--- src/rtl/or1200_alu_arb_pkg.sv ---
// Shared types and constants for the or1200 ALU arbiter slice.
// Op widths and encodings mirror or1200_defines; nothing new is defined here.
package or1200_alu_arb_pkg;

    localparam int OPERAND_W = 32;
    localparam int NREQ_MAX  = 8;

    localparam int ALUOP_W   = 4;
    localparam int SHROTOP_W = 2;
    localparam int COMPOP_W  = 4;

    localparam logic [ALUOP_W-1:0]  ALUOP_ADD  = 4'd0;
    localparam logic [ALUOP_W-1:0]  ALUOP_ADDC = 4'd1;
    localparam logic [ALUOP_W-1:0]  ALUOP_COMP = 4'd11;
    localparam logic [ALUOP_W-1:0]  ALUOP_CMOV = 4'd14;
    localparam logic [COMPOP_W-1:0] COP_SFEQ   = 4'd0;

    typedef struct packed {
        logic [ALUOP_W-1:0]   alu_op;
        logic [SHROTOP_W-1:0] shrot_op;
        logic [COMPOP_W-1:0]  comp_op;
        logic [OPERAND_W-1:0] a;
        logic [OPERAND_W-1:0] b;
    } alu_req_t;

    // Round-robin successor of a granted index, wrapping at n.
    function automatic int rr_next(input int idx, input int n);
        return (idx + 1 >= n) ? 0 : idx + 1;
    endfunction

endpackage

--- src/rtl/or1200_alu_arb_if.sv ---
// Requester-side bus of the ALU arbiter: request handshake, response and flag contexts.
interface or1200_alu_arb_if
    import or1200_alu_arb_pkg::*;
#(
    parameter int NREQ  = 2,
    parameter int WIDTH = 32
);
    logic [NREQ-1:0]                req_valid;
    logic [NREQ-1:0]                req_ready;
    logic [NREQ-1:0][ALUOP_W-1:0]   req_alu_op;
    logic [NREQ-1:0][SHROTOP_W-1:0] req_shrot_op;
    logic [NREQ-1:0][COMPOP_W-1:0]  req_comp_op;
    logic [NREQ-1:0][WIDTH-1:0]     req_a;
    logic [NREQ-1:0][WIDTH-1:0]     req_b;
    logic [NREQ-1:0]                ctx_clr;
    logic [NREQ-1:0]                rsp_valid;
    logic [NREQ-1:0]                rsp_ready;
    logic [WIDTH-1:0]               rsp_result;
    logic                           rsp_flag_we;
    logic                           rsp_cy_we;
    logic [NREQ-1:0]                ctx_flag;
    logic [NREQ-1:0]                ctx_cy;

    modport master (
        output req_valid, req_alu_op, req_shrot_op, req_comp_op, req_a, req_b,
               ctx_clr, rsp_ready,
        input  req_ready, rsp_valid, rsp_result, rsp_flag_we, rsp_cy_we,
               ctx_flag, ctx_cy
    );

    modport slave (
        input  req_valid, req_alu_op, req_shrot_op, req_comp_op, req_a, req_b,
               ctx_clr, rsp_ready,
        output req_ready, rsp_valid, rsp_result, rsp_flag_we, rsp_cy_we,
               ctx_flag, ctx_cy
    );

endinterface

--- src/rtl/or1200_rr_arbiter.sv ---
// Round-robin arbiter: one-hot grant of the first request at/after the pointer.
module or1200_rr_arbiter
    import or1200_alu_arb_pkg::*;
#(
    parameter  int NREQ  = 2,
    localparam int PTR_W = $clog2(NREQ)
) (
    input  logic             clk,
    input  logic             rst_n,
    input  logic [NREQ-1:0]  req,
    input  logic             en,
    output logic [NREQ-1:0]  gnt,
    output logic [PTR_W-1:0] gnt_idx
);

    logic [PTR_W-1:0] ptr;
    logic             found;
    int               idx;

    // Scan from the pointer with wrap-around; no grant while the stage is busy.
    always_comb begin
        gnt     = '0;
        gnt_idx = '0;
        found   = 1'b0;
        idx     = 0;
        if (en) begin
            for (int k = 0; k < NREQ; k++) begin
                idx = (int'(ptr) + k) % NREQ;
                if (!found && req[idx]) begin
                    found    = 1'b1;
                    gnt[idx] = 1'b1;
                    gnt_idx  = PTR_W'(idx);
                end
            end
        end
    end

    // Pointer moves past the winner only when a transfer happens.
    always_ff @(posedge clk or negedge rst_n) begin
        if (!rst_n) begin
            ptr <= '0;
        end else if (|gnt) begin
            ptr <= PTR_W'(rr_next(int'(gnt_idx), NREQ));
        end
    end

endmodule

--- src/rtl/or1200_alu_arb.sv ---
// Shares one combinational ALU between NREQ requesters with a registered
// response stage and per-requester SR[F]/SR[CY] shadow contexts.
// The struct operands are OPERAND_W wide, so WIDTH is expected to equal it.
module or1200_alu_arb
    import or1200_alu_arb_pkg::*;
#(
    parameter  int WIDTH = 32,
    parameter  int NREQ  = 2,
    localparam int PTR_W = $clog2(NREQ)
) (
    input  logic                 clk,
    input  logic                 rst_n,
    or1200_alu_arb_if.slave      bus,
    output logic [WIDTH-1:0]     alu_a,
    output logic [WIDTH-1:0]     alu_b,
    output logic [ALUOP_W-1:0]   alu_alu_op,
    output logic [SHROTOP_W-1:0] alu_shrot_op,
    output logic [COMPOP_W-1:0]  alu_comp_op,
    output logic                 alu_carry,
    output logic                 alu_flag,
    input  logic [WIDTH-1:0]     alu_result,
    input  logic                 alu_flagforw,
    input  logic                 alu_flag_we,
    input  logic                 alu_cyforw,
    input  logic                 alu_cy_we
);

    logic             stage_free;
    logic             transfer;
    logic [NREQ-1:0]  gnt;
    logic [PTR_W-1:0] gnt_idx;
    alu_req_t         sel;

    // A drain in the same cycle frees the stage, giving one op per cycle.
    assign stage_free = ~(|bus.rsp_valid) | (|(bus.rsp_valid & bus.rsp_ready));

    or1200_rr_arbiter #(.NREQ(NREQ)) u_arb (
        .clk     (clk),
        .rst_n   (rst_n),
        .req     (bus.req_valid),
        .en      (stage_free),
        .gnt     (gnt),
        .gnt_idx (gnt_idx)
    );

    assign bus.req_ready = gnt;
    assign transfer      = |gnt;

    // Steer the granted request to the ALU; everything reads zero without a grant.
    always_comb begin
        sel = '0;
        if (transfer) begin
            sel.alu_op   = bus.req_alu_op[gnt_idx];
            sel.shrot_op = bus.req_shrot_op[gnt_idx];
            sel.comp_op  = bus.req_comp_op[gnt_idx];
            sel.a        = bus.req_a[gnt_idx];
            sel.b        = bus.req_b[gnt_idx];
        end
    end

    assign alu_a        = sel.a;
    assign alu_b        = sel.b;
    assign alu_alu_op   = sel.alu_op;
    assign alu_shrot_op = sel.shrot_op;
    assign alu_comp_op  = sel.comp_op;
    assign alu_carry    = transfer & bus.ctx_cy[gnt_idx];
    assign alu_flag     = transfer & bus.ctx_flag[gnt_idx];

    // Response register: load on accept, hold until the owner consumes it.
    always_ff @(posedge clk or negedge rst_n) begin
        if (!rst_n) begin
            bus.rsp_valid   <= '0;
            bus.rsp_result  <= '0;
            bus.rsp_flag_we <= 1'b0;
            bus.rsp_cy_we   <= 1'b0;
        end else if (transfer) begin
            bus.rsp_valid   <= gnt;
            bus.rsp_result  <= alu_result;
            bus.rsp_flag_we <= alu_flag_we;
            bus.rsp_cy_we   <= alu_cy_we;
        end else if (|(bus.rsp_valid & bus.rsp_ready)) begin
            bus.rsp_valid   <= '0;
        end
    end

    // Flag/carry shadows follow the granted requester's ALU writes; a clear wins.
    always_ff @(posedge clk or negedge rst_n) begin
        if (!rst_n) begin
            bus.ctx_flag <= '0;
            bus.ctx_cy   <= '0;
        end else begin
            for (int i = 0; i < NREQ; i++) begin
                if (bus.ctx_clr[i]) begin
                    bus.ctx_flag[i] <= 1'b0;
                    bus.ctx_cy[i]   <= 1'b0;
                end else if (gnt[i]) begin
                    if (alu_flag_we) bus.ctx_flag[i] <= alu_flagforw;
                    if (alu_cy_we)   bus.ctx_cy[i]   <= alu_cyforw;
                end
            end
        end
    end

endmodule

--- src/flat_wrapper.sv ---
// flat-port wrapper written by rule: the top's interface ports become plain ports
module or1200_alu_arb_flat import or1200_alu_arb_pkg::*;
#(
    parameter  int WIDTH = 32,
    parameter  int NREQ  = 2,
    localparam int PTR_W = $clog2(NREQ)
)
  (clk, rst_n, alu_a, alu_b, alu_alu_op, alu_shrot_op, alu_comp_op, alu_carry, alu_flag, alu_result, alu_flagforw, alu_flag_we, alu_cyforw, alu_cy_we, bus_req_valid, bus_req_alu_op, bus_req_shrot_op, bus_req_comp_op, bus_req_a, bus_req_b, bus_ctx_clr, bus_rsp_ready, bus_req_ready, bus_rsp_valid, bus_rsp_result, bus_rsp_flag_we, bus_rsp_cy_we, bus_ctx_flag, bus_ctx_cy);
  or1200_alu_arb_if #(.NREQ(NREQ), .WIDTH(WIDTH)) bus_i ();
  input  logic clk;
  input  logic rst_n;
  output logic [WIDTH-1:0] alu_a;
  output logic [WIDTH-1:0] alu_b;
  output logic [ALUOP_W-1:0] alu_alu_op;
  output logic [SHROTOP_W-1:0] alu_shrot_op;
  output logic [COMPOP_W-1:0] alu_comp_op;
  output logic alu_carry;
  output logic alu_flag;
  input  logic [WIDTH-1:0] alu_result;
  input  logic alu_flagforw;
  input  logic alu_flag_we;
  input  logic alu_cyforw;
  input  logic alu_cy_we;
  input wire logic [$bits(bus_i.req_valid)-1:0] bus_req_valid;
  input wire logic [$bits(bus_i.req_alu_op)-1:0] bus_req_alu_op;
  input wire logic [$bits(bus_i.req_shrot_op)-1:0] bus_req_shrot_op;
  input wire logic [$bits(bus_i.req_comp_op)-1:0] bus_req_comp_op;
  input wire logic [$bits(bus_i.req_a)-1:0] bus_req_a;
  input wire logic [$bits(bus_i.req_b)-1:0] bus_req_b;
  input wire logic [$bits(bus_i.ctx_clr)-1:0] bus_ctx_clr;
  input wire logic [$bits(bus_i.rsp_ready)-1:0] bus_rsp_ready;
  output wire logic [$bits(bus_i.req_ready)-1:0] bus_req_ready;
  output wire logic [$bits(bus_i.rsp_valid)-1:0] bus_rsp_valid;
  output wire logic [$bits(bus_i.rsp_result)-1:0] bus_rsp_result;
  output wire logic [$bits(bus_i.rsp_flag_we)-1:0] bus_rsp_flag_we;
  output wire logic [$bits(bus_i.rsp_cy_we)-1:0] bus_rsp_cy_we;
  output wire logic [$bits(bus_i.ctx_flag)-1:0] bus_ctx_flag;
  output wire logic [$bits(bus_i.ctx_cy)-1:0] bus_ctx_cy;
  assign bus_i.req_valid = bus_req_valid;
  assign bus_i.req_alu_op = bus_req_alu_op;
  assign bus_i.req_shrot_op = bus_req_shrot_op;
  assign bus_i.req_comp_op = bus_req_comp_op;
  assign bus_i.req_a = bus_req_a;
  assign bus_i.req_b = bus_req_b;
  assign bus_i.ctx_clr = bus_ctx_clr;
  assign bus_i.rsp_ready = bus_rsp_ready;
  assign bus_req_ready = bus_i.req_ready;
  assign bus_rsp_valid = bus_i.rsp_valid;
  assign bus_rsp_result = bus_i.rsp_result;
  assign bus_rsp_flag_we = bus_i.rsp_flag_we;
  assign bus_rsp_cy_we = bus_i.rsp_cy_we;
  assign bus_ctx_flag = bus_i.ctx_flag;
  assign bus_ctx_cy = bus_i.ctx_cy;
  or1200_alu_arb #(.WIDTH(WIDTH), .NREQ(NREQ)) u_core (.clk(clk), .rst_n(rst_n), .bus(bus_i), .alu_a(alu_a), .alu_b(alu_b), .alu_alu_op(alu_alu_op), .alu_shrot_op(alu_shrot_op), .alu_comp_op(alu_comp_op), .alu_carry(alu_carry), .alu_flag(alu_flag), .alu_result(alu_result), .alu_flagforw(alu_flagforw), .alu_flag_we(alu_flag_we), .alu_cyforw(alu_cyforw), .alu_cy_we(alu_cy_we));
endmodule
--- config.mk ---
export PLATFORM = sky130hd
export DESIGN_NAME = or1200_alu_arb_flat
export DESIGN_NICKNAME = d
export VERILOG_FILES = /design/src/rtl/or1200_alu_arb_pkg.sv /design/src/rtl/or1200_alu_arb_if.sv /design/src/rtl/or1200_rr_arbiter.sv /design/src/rtl/or1200_alu_arb.sv /design/src/flat_wrapper.sv
export SDC_FILE = /design/constraint.sdc
export NUM_CORES = 1
export LEC_CHECK = 0
export BUFFER_PORTS_ARGS = -buffer_cell sky130_fd_sc_hd__buf_2
export CORE_AREA = 4 4 120 122
export DETAILED_ROUTE_END_ITERATION = 8
export DIE_AREA = 0 0 124 126
export GPL_TIMING_DRIVEN = 0
export RECOVER_POWER = 25
export SKIP_LAST_GASP = 1
export SLEW_MARGIN = 20
export SYNTH_ARGS = -nofsm -noshare
export SYNTH_HDL_FRONTEND = slang
export SYNTH_HIERARCHICAL = 1
export SYNTH_SLANG_ARGS = --single-unit
--- constraint.sdc ---
create_clock -name clk -period 2.6 [get_ports clk]
set_input_delay 0.26 -clock clk [delete_from_list [all_inputs] [get_ports clk]]
set_output_delay 0.26 -clock clk [all_outputs]
set_load 0.005 [all_outputs]
==> results.rst, run 1 <==
.. list-table::
   :header-rows: 1

   * - Metric
     - Value
   * - Startpoint of the lowest-slack register-to-register path
     - u_core/bus.rsp_valid[0]
   * - Number of top-level design ports
     - 310
   * - Pre-antenna DRT Iters
     - 4
   * - Switching part of the total
     - 0.387
   * - Crit path max fanout
     - 10
   * - Final Non-Filler Cells
     - 772
   * - Count of clock tree sinks
     - 41
   * - Setup repair after global routing missed its margin
     - yes
   * - Ys async rst share
     - 1.00
   * - Post-layout min period
     - 2.46 ns
   * - Data arrival time of the worst path
     - 2.20 ns
   * - Setup slack after placement
     - -0.0973 ns
   * - Setup TNS
     - 0 ns
   * - Internal
     - 2990 µW
   * - Final Cycle Share
     - 0.947
   * - Most instantiated cells after synthesis
     - nor2_1, mux2i_1, dfrtp_1, mux2_2, mux2_4
   * - Max Slew Vio Count
     - 42
   * - Clock latency on the worst-skew pair
     - 0.28 ns
   * - Setup Skew
     - 0.00406 ns
   * - Max Buffers Root-to-Sink
     - 2
   * - Worst slew pin tran
     - 2.28 ns
   * - Avg WL per Cell
     - 15.1 µm
   * - Endpoint required time on the critical path
     - 2.34 ns
   * - Number of placement rows
     - 42
   * - Buffer type at the clock tree root
     - clkbuf_16
   * - Wire length of the first global-routing pass
     - 16.5 mm
   * - Hold Vio Cnt, Final
     - 0
   * - Worst Hold Path Cells
     - 2
   * - Final setup slack of the worst path
     - 0.137 ns
   * - Power per cell area
     - 1000 nW/µm²
   * - Proportion of power drawn by combinational gates
     - 0.647
   * - Placeable core region
     - 13,200 µm²
   * - Worst-path clk slew
     - 0.06 ns
   * - Initial detailed-routing violation count
     - 85
   * - IO buf count
     - 309
   * - Most instantiated library cell after synthesis
     - nor2_1
   * - Final weighted congestion of routability-driven global placement
     - 0.801
   * - CTS tree
     - built
   * - Post-synthesis instance area
     - 2850 µm²
   * - Antenna violation net count after detailed routing
     - 0
   * - Headroom to the max-slew limit
     - -0.520
   * - Area grow syn2layout
     - 70.7%
   * - Utilization after layout
     - 0.368
   * - Worst hold slack
     - 0.139 ns
   * - Detailed Place HPWL
     - 9.71 mm
   * - Cell count after placement
     - 761
   * - Die footprint
     - 15,600 µm²
   * - Status
     - complete, but fails checks
   * - Reg2Reg Capture Point
     - u_core/bus.rsp_result[31]
   * - Global router's overall resource usage
     - 0.134
   * - Setup crit start
     - u_core/bus.rsp_valid[0]
   * - Register bit total from synthesis
     - 41
   * - Die extent in x
     - 124 µm
   * - H-Tree Level Count
     - 2
   * - Number of warning messages in the yosys log
     - 6
   * - Synthesized netlist net count
     - 468
   * - Max rail drop VDD
     - 443 µV
   * - Unique masters post-synth
     - 19
   * - Fraction of power consumed by the clock network
     - 0.126
   * - Worst setup SP type
     - flop
   * - Post-synth top area share
     - 0.360
   * - Floorplan die height
     - 126 µm
   * - Critical path type
     - flop to output port
   * - Largest cells by area after synthesis
     - dfrtp_1, mux2i_1, nor2_1
   * - Routed Wire Length
     - 11.7 mm
   * - Failing checks
     - capacitance limit, slew limit
   * - Prevailing post-synth register cell
     - dfrtp_1
   * - Initial Util
     - 0.216
   * - Terminating pin of the worst hold path
     - u_core/bus.ctx_flag[1]
   * - Setup violations, final
     - 0
   * - DRC violation count after routing
     - 0
   * - Synthesized instance count
     - 276
   * - Worst hold-check path type
     - primary input to flop
   * - Static leakage power
     - 0.00269 µW
   * - Hold_sp
     - bus_ctx_clr[1]
   * - Number of nets in the layout
     - 787
   * - Vias per inst
     - 4.09
   * - Seq/Total Area, Yosys
     - 0.360
   * - Slack of the worst reg-to-reg path
     - 0.69 ns
   * - Number of flops mapped to enable cells by yosys
     - 0
   * - Number of antenna violations at the first check in global routing
     - 1
   * - Highest clock rate
     - 406 MHz
   * - Total grt overflow
     - 0
   * - Pin count of the biggest net entering global routing
     - 42
   * - Number of antenna diodes
     - 0
   * - Number of global-route vias before repair
     - 3,129
   * - Part of the power in registers
     - 0.228
   * - Share of final-layout standard cells stronger than drive strength 1
     - 0.656
   * - Element type at the critical path end
     - output port
   * - Library cell with the largest summed area after synthesis
     - dfrtp_1
   * - Cells on worst reg2reg path
     - 8
   * - Average size of a mapped cell
     - 10.3 µm²
   * - Number of vias in the routed layout
     - 3,157
   * - Max_cap viols
     - 1
   * - Net switching power
     - 1880 µW
   * - Clock buffer count from CTS
     - 5
[sequential cells by signal, indices dropped and copies added, names as in the netlist]
| register | flops |
|---|---|
| u_core/bus.rsp_result | 32 |
| u_core/bus.ctx_cy | 2 |
| u_core/bus.ctx_flag | 2 |
| u_core/bus.rsp_valid | 2 |
| u_core/bus.rsp_cy_we | 1 |
| u_core/bus.rsp_flag_we | 1 |
| u_core/u_arb/ptr | 1 |
[power by group through the flow]
stage | clock [µW] | combinational, µW | sequential (µW)
final | 612 | 3150 | 1110
after global placement | 0 | 3060 | 1110
after detailed placement | 0 | 3080 | 1110
after global routing | 669 | 3460 | 1150
after floorplan | 0 | 1800 | 1130
after CTS | 645 | 3170 | 1110
[stage by stage]
| stage | total power, µW | cell area, µm² |
|---|---|---|
| final | 4870 | 4860 |
| after global routing | 5280 | 4860 |
| after CTS | 4920 | 4820 |
| after detailed placement | 4190 | 4610 |
| after global placement | 4170 | 4610 |
| after floorplan | 2930 | 2850 |
[worst max path at each step]
stage	to	slack (ns)
after global routing	alu_a[24]	-0.02
after CTS	alu_comp_op[3]	0.001
after global placement	alu_a[28]	-0.11
final	alu_a[7]	0.14
after detailed placement	alu_shrot_op[1]	-0.1
after floorplan	alu_a[10]	0.54
[per-layer routing]
metal / part of all wire / vias up / track usage
li1: - / 1586 / -
met3: 0.11 / 10 / 0.0386
met5: 0.0011 / - / 0
met4: 0.0054 / 2 / 0.0193
met2: 0.50 / 166 / 0.242
met1: 0.38 / 1393 / 0.159
[cells by family (layout without fill, tap and decap cells)]
logic type	count (synthesis)	after routing	synth area share
AO/OA/AOI/OAI	15	15	0.0382
buffers and inverters	22	342	0.0580
AND/OR/NAND/NOR	88	88	0.120
multiplexers	110	110	0.424
flip-flops	41	41	0.360
[cell type report]
| class | count | area [µm²] |
|---|---|---|
| Fill cell | 1427 | 8330 |
| Multi-Input combinational cell | 213 | 1700 |
| Timing Repair Buffer | 312 | 1570 |
| Sequential cell | 41 | 1030 |
| Tap cell | 176 | 220 |
| Buffer | 21 | 194 |
| Clock buffer | 5 | 125 |
| Clock inverter | 3 | 21.3 |
| Inverter | 1 | 3.75 |
[cell usage in the layout, fill, tap and decap left out, drive strengths merged]
| master | netlist | layout |
|---|---|---|
| clkbuf | 3 | 10 |
| inv | 1 | 2 |
| nand2 | 4 | 4 |
| a21oi | 8 | 8 |
| mux2 | 34 | 34 |
| nand3 | 4 | 4 |
| dfrtp | 41 | 41 |
| clkinvlp | 0 | 1 |
| buf | 18 | 328 |
| a21bo | 4 | 4 |
| nor2 | 79 | 79 |
| o211ai | 1 | 1 |
| mux2i | 76 | 76 |
| a31o | 2 | 2 |
| and3 | 1 | 1 |
| clkinv | 0 | 1 |
[repair_timing]
| item | CTS | global route |
|---|---|---|
| pin swaps | 1 | 0 |
| hold buffers | 0 | 0 |
| gates resized for setup | 7 | 11 |
| buffers inserted | 3 | 0 |
| setup endpoints to repair | 76 | 36 |
[worst max-delay path, stage by stage (launching register included)]
cell and delay, ns:
dfrtp_1 0.41, o211ai_1 0.26, nand2_1 0.14, a21oi_1 0.12, buf_2 0.17, buf_8 0.17
clkbuf_8 0.21, mux2i_2 0.26, nor2_1 0.06, buf_2 0.13
(Power assumes the default switching activity.)
==> inputs of run 2 (changes only) <==
Settings changed: RECOVER_POWER 25 to unset.
==> run 2 against run 1 <==
  * The flow now finishes without violations
  * Power hardly changed
  * Setup slack about the same
  * Critical path depth unchanged
  * Largest cell class unchanged
  * Highest routed layer unchanged
==> results.rst, run 2 (synthesis results as in run 1) <==
.. list-table::
   :header-rows: 1

   * - Metric
     - Value
   * - Slack of the worst reg-to-reg path
     - 0.69 ns
   * - Crit-path slowest cell
     - dfrtp_1
   * - CTS tree
     - built
   * - Vias per inst
     - 4.09
   * - Post-layout min period
     - 2.46 ns
   * - H-Tree Level Count
     - 2
   * - Post-CTS Hold Buffers
     - 0
   * - Worst hold-check path type
     - primary input to asynchronous set/reset pin
   * - Number of antenna violations at the first check in global routing
     - 1
   * - Final weighted congestion of routability-driven global placement
     - 0.801
   * - Pre-antenna DRT Iters
     - 4
   * - Number of top-level design ports
     - 310
   * - Number of global-route vias before repair
     - 3,129
   * - Power per cell area
     - 1000 nW/µm²
   * - Static leakage power
     - 0.00269 µW
   * - Routed Wire Length
     - 11.7 mm
   * - Floorplan die height
     - 126 µm
   * - Final total power
     - 4870 µW
   * - Max Slew Vio Count
     - 0
   * - Die footprint
     - 15,600 µm²
   * - Endpoint required time on the critical path
     - 2.34 ns
   * - Cells on worst reg2reg path
     - 8
   * - Final Cycle Share
     - 0.947
   * - Number of nets in the layout
     - 787
   * - Buffer type at the clock tree root
     - clkbuf_16
   * - Die extent in x
     - 124 µm
   * - Element type at the critical path end
     - output port
   * - Most common library cell in the layout ignoring fill and taps
     - buf_2
   * - Worst path cell trace
     - o211ai_1 > nand2_1 > a21oi_1 > buf_2 > buf_8 > clkbuf_8 > mux2i_2 > nor2_1 > buf_2
   * - Number of antenna diodes
     - 0
   * - Detailed Place HPWL
     - 9.71 mm
   * - DRC violation count after routing
     - 0
   * - Initial detailed-routing violation count
     - 85
   * - Max rail drop VDD
     - 443 µV
   * - Setup Skew
     - 0.00406 ns
   * - Number of vias in the routed layout
     - 3,157
   * - Status
     - completed
   * - Utilization after layout
     - 0.369
   * - Pin count of the biggest net entering global routing
     - 42
   * - Clock buffer count from CTS
     - 5
   * - Setup slack after placement
     - -0.0973 ns
   * - Crit path max fanout
     - 10
   * - Worst setup SP type
     - flop
   * - Avg WL per Cell
     - 15.1 µm
   * - IO buf count
     - 309
   * - Critical path type
     - flop to output port
   * - Total grt overflow
     - 0
   * - Clock latency on the worst-skew pair
     - 0.28 ns
   * - Reg2Reg Capture Point
     - u_core/bus.rsp_result[31]
   * - Most frequent cell on the critical path
     - buf_2
   * - Commonest cells after routing, fill and taps aside
     - buf_2, nor2_1, mux2i_1
   * - Final setup slack of the worst path
     - 0.137 ns
   * - Hold Vio Cnt, Final
     - 0
   * - Setup repair after global routing missed its margin
     - yes
   * - Number of flip-flops in the largest register
     - 32
   * - Antenna violation net count after detailed routing
     - 0
   * - Number of cells on the critical path
     - 9
   * - Worst slew pin tran
     - 0.953 ns
   * - Placeable core region
     - 13,200 µm²
   * - Critical path's largest stage delay
     - 0.41 ns
   * - Worst-path clk slew
     - 0.06 ns
   * - Count of clock tree sinks
     - 41
   * - Startpoint of the lowest-slack register-to-register path
     - u_core/bus.rsp_valid[0]
   * - Critical path buffers and inverters
     - 4
   * - Wire length of the first global-routing pass
     - 16.5 mm
   * - Max Buffers Root-to-Sink
     - 2
   * - Max_cap viols
     - 0
   * - Highest clock rate
     - 406 MHz
   * - Crit-path leading delay family
     - buffers and inverters
   * - Area grow syn2layout
     - 70.7%
   * - Headroom to the max-slew limit
     - 0.365
   * - Share of final-layout standard cells stronger than drive strength 1
     - 0.658
   * - Data arrival time of the worst path
     - 2.20 ns
   * - Setup violations, final
     - 0
   * - Global router's overall resource usage
     - 0.134
   * - Initial Util
     - 0.216
   * - Number of placement rows
     - 42
   * - Top reg by flops
     - u_core/bus.rsp_result
   * - Count of filler cells inserted in the layout
     - 1,426
==> run 2: worst register-to-register path: cells and delay by family, from the launching register on <==
kind | cells | cell delay, ns
multiplexers | 1 | 0.31
flip-flops | 1 | 0.41
AND/OR/NAND/NOR | 2 | 0.16
AO/OA/AOI/OAI | 2 | 0.45
buffers and inverters | 3 | 0.48
==> run 2: worst max path at each step <==
stage / from / endpoint / slack (ns)
6_report: u_core/bus.rsp_valid[0] / alu_a[7] / 0.14
3_3_place_gp: u_core/bus.rsp_valid[1] / alu_a[28] / -0.11
3_5_place_dp: u_core/bus.rsp_valid[1] / alu_shrot_op[1] / -0.1
4_1_cts: u_core/bus.rsp_valid[0] / alu_comp_op[3] / 0.001
2_1_floorplan: u_core/bus.rsp_valid[1] / alu_a[10] / 0.54
5_1_grt: u_core/bus.rsp_valid[0] / alu_a[24] / -0.02
==> run 2: layout make-up <==
class	instances	area (µm²)	share of cell area
Buffer	21	194	0.0399
Clock buffer	5	125	0.0257
Clock inverter	3	21.3	0.00438
Inverter	1	3.75	0.000772
Multi-Input combinational cell	213	1700	0.350
Sequential cell	41	1030	0.211
Tap cell	176	220	0.0453
Timing Repair Buffer	312	1570	0.323
==> run 2: stage by stage <==
step / setup TNS, ns / area [µm²] / hold slack (ns) / cells
after detailed placement: -1.12 / 4610 / 0.431 / 761
after floorplan: 0 / 2850 / -0.0356 / 276
after global placement: -2.96 / 4610 / 0.433 / 761
after global routing: -0.0574 / 4860 / 0.126 / 772
final: 0 / 4860 / 0.128 / 772
after CTS: 0 / 4820 / 0.127 / 772
==> run 2: timing repair <==
action / CTS / global route
hold endpoints to repair: 0 / 0
pin swaps: 1 / 0
gates cloned: 0 / 0
setup buffers: 3 / 0
endpoints found under the setup margin: 76 / 36
resized for setup: 7 / 11
==> run 2: per-layer routing <==
metal,share of wire,GRT usage,up-vias
li1,-,-,1586
met1,0.38,0.159,1393
met2,0.50,0.242,166
met3,0.11,0.0386,10
met4,0.0054,0.0193,2
met5,0.0011,0,-
==> run 2: report_power, final <==
| part | leakage [µW] | total, µW | internal (µW) | switching (µW) |
|---|---|---|---|---|
| Sequential | 0.000488 | 1110 | 943 | 166 |
| Combinational | 0.00214 | 3150 | 1690 | 1460 |
| Clock | 0.0000702 | 613 | 357 | 255 |
==> inputs of run 3 (changes only) <==
Clock period 2.6 ns to 2.45 ns, I/O delays scaled along.
==> run 3 against run 2 <==
  * Setup slack lost 0.13 ns
  * Via count grew 1.5%
  * Non-clock buffer count rose by 6
  * Sequential power rose by 6%
  * Clock-buffer cell count unchanged
  * Clock power up 6.0%
  * Die area unchanged
==> results.rst, run 3 (synthesis results as in run 1) <==
.. list-table::
   :header-rows: 1

   * - Metric
     - Value
   * - Count of filler cells inserted in the layout
     - 1,406
   * - Setup Skew
     - 0.00406 ns
   * - Final Non-Filler Cells
     - 778
   * - Count of clock tree sinks
     - 41
   * - Critical path type
     - flop to output port
   * - Clock buffer count from CTS
     - 5
   * - Worst slew pin tran
     - 0.955 ns
   * - Max rail drop VDD
     - 470 µV
   * - Routed Wire Length
     - 11.9 mm
   * - Static leakage power
     - 0.00275 µW
   * - Number of nets in the layout
     - 793
   * - Initial detailed-routing violation count
     - 67
   * - Post-CTS Hold Buffers
     - 0
   * - Final weighted congestion of routability-driven global placement
     - 0.801
   * - Setup slack after placement
     - -0.232 ns
   * - CTS tree
     - built
   * - Buffer type at the clock tree root
     - clkbuf_16
   * - Hold Vio Cnt, Final
     - 0
   * - Number of flip-flops in the largest register
     - 32
   * - Die footprint
     - 15,600 µm²
   * - Wire length of the first global-routing pass
     - 16.6 mm
   * - Worst setup SP type
     - flop
   * - Max Slew Vio Count
     - 0
   * - Final setup slack of the worst path
     - 0.0115 ns
   * - Number of antenna diodes
     - 0
   * - Pin count of the biggest net entering global routing
     - 42
   * - Power per cell area
     - 1070 nW/µm²
   * - IO buf count
     - 309
   * - Setup violations, final
     - 0
   * - Die extent in x
     - 124 µm
   * - Pre-antenna DRT Iters
     - 4
   * - Utilization after layout
     - 0.381
   * - Number of global-route vias before repair
     - 3,152
   * - Number of antenna violations at the first check in global routing
     - 1
   * - Post-layout min period
     - 2.44 ns
   * - Highest clock rate
     - 410 MHz
   * - Initial Util
     - 0.216
   * - Avg WL per Cell
     - 15.3 µm
   * - Most common library cell in the layout ignoring fill and taps
     - buf_2
   * - Share of final-layout standard cells stronger than drive strength 1
     - 0.673
   * - Cell count after placement
     - 761
   * - Antenna violation net count after detailed routing
     - 0
   * - Headroom to the max-slew limit
     - 0.363
   * - Worst-path clk slew
     - 0.06 ns
   * - Final Cycle Share
     - 0.995
   * - Worst hold-check path type
     - primary input to asynchronous set/reset pin
   * - Top reg by flops
     - u_core/bus.rsp_result
   * - Number of vias in the routed layout
     - 3,203
   * - Total grt overflow
     - 0
   * - Detailed Place HPWL
     - 9.71 mm
   * - Max Buffers Root-to-Sink
     - 2
   * - Endpoint required time on the critical path
     - 2.20 ns
   * - Max_cap viols
     - 0
   * - DRC violation count after routing
     - 0
   * - Crit path max fanout
     - 11
   * - Setup TNS
     - 0 ns
   * - Data arrival time of the worst path
     - 2.19 ns
   * - Vias per inst
     - 4.12
   * - Number of top-level design ports
     - 310
   * - Floorplan die height
     - 126 µm
   * - Placeable core region
     - 13,200 µm²
   * - Commonest cells after routing, fill and taps aside
     - buf_2, nor2_1, mux2i_1
   * - Final total power
     - 5390 µW
   * - Clock latency on the worst-skew pair
     - 0.28 ns
   * - Element type at the critical path end
     - output port
   * - Setup repair after global routing missed its margin
     - yes
   * - Area grow syn2layout
     - 76.6%
   * - Global router's overall resource usage
     - 0.135
   * - H-Tree Level Count
     - 2
   * - Number of placement rows
     - 42
   * - Status
     - completed
[run 3: layout make-up]
cell class	instances	area (µm²)	area share
multi-input cells	213	1760	0.350
repair buffers	318	1620	0.322
flip-flops and latches	41	1030	0.204
plain buffers	21	249	0.0495
well taps	176	220	0.0438
clock buffers	5	125	0.0249
clock inverters	3	21.3	0.00423
inverters	1	3.75	0.000746
[run 3: metal layers]
metal | GRT usage | vias to the layer above | wire [µm]
met5 | 0 | - | 13
met4 | 0.0193 | 2 | 68
met3 | 0.0386 | 10 | 1330
met2 | 0.245 | 168 | 6030
met1 | 0.159 | 1423 | 4460
li1 | - | 1600 | -
[run 3: path summary, 6_finish.rpt]
| check | slack [ns] | end | cells after the start | startpoint |
|---|---|---|---|---|
| hold reg to reg | 0.50 | u_core/bus.rsp_result[2] | 1 | u_core/bus.rsp_result[2] |
| min in group clk | 0.12 | u_core/bus.ctx_flag[1] | 2 | bus_ctx_clr[1] |
| setup reg to reg | 0.57 | u_core/bus.rsp_result[28] | 7 | u_core/bus.rsp_valid[1] |
| setup / recovery | 0.01 | alu_shrot_op[1] | 9 | u_core/bus.rsp_valid[1] |
| hold / removal | 0.11 | u_core/bus.rsp_result[5] | 1 | rst_n |
| max in group asynchronous | 1.75 | u_core/bus.ctx_cy[0] | 1 | rst_n |
[run 3: worst max-delay path, cell delays in order (launching register included)]
cell and delay, ns:
dfrtp_1 0.40, o211ai_1 0.30, nand2_1 0.16, a21oi_1 0.14, buf_4 0.16, buf_12 0.15, buf_12 0.16, mux2i_1 0.24
nor2_2 0.06, buf_2 0.13
[run 3: metrics by stage]
stage,instance area (µm²),hold slack (ns)
2_1_floorplan,2850,-0.0506
3_3_place_gp,4610,0.418
3_5_place_dp,4610,0.416
4_1_cts,4930,0.112
5_1_grt,5030,0.111
6_report,5030,0.114
[run 3: timing repair]
action	CTS	global route
pin swaps	2	2
setup buffers	2	5
setup endpoints to repair	76	71
gates cloned	0	2
resized for setup	29	11
[run 3: where the power goes]
group	internal, µW	switching (µW)	leakage [µW]
Sequential	1000	177	0.000488
Combinational	1950	1610	0.00219
Clock	379	271	0.0000702
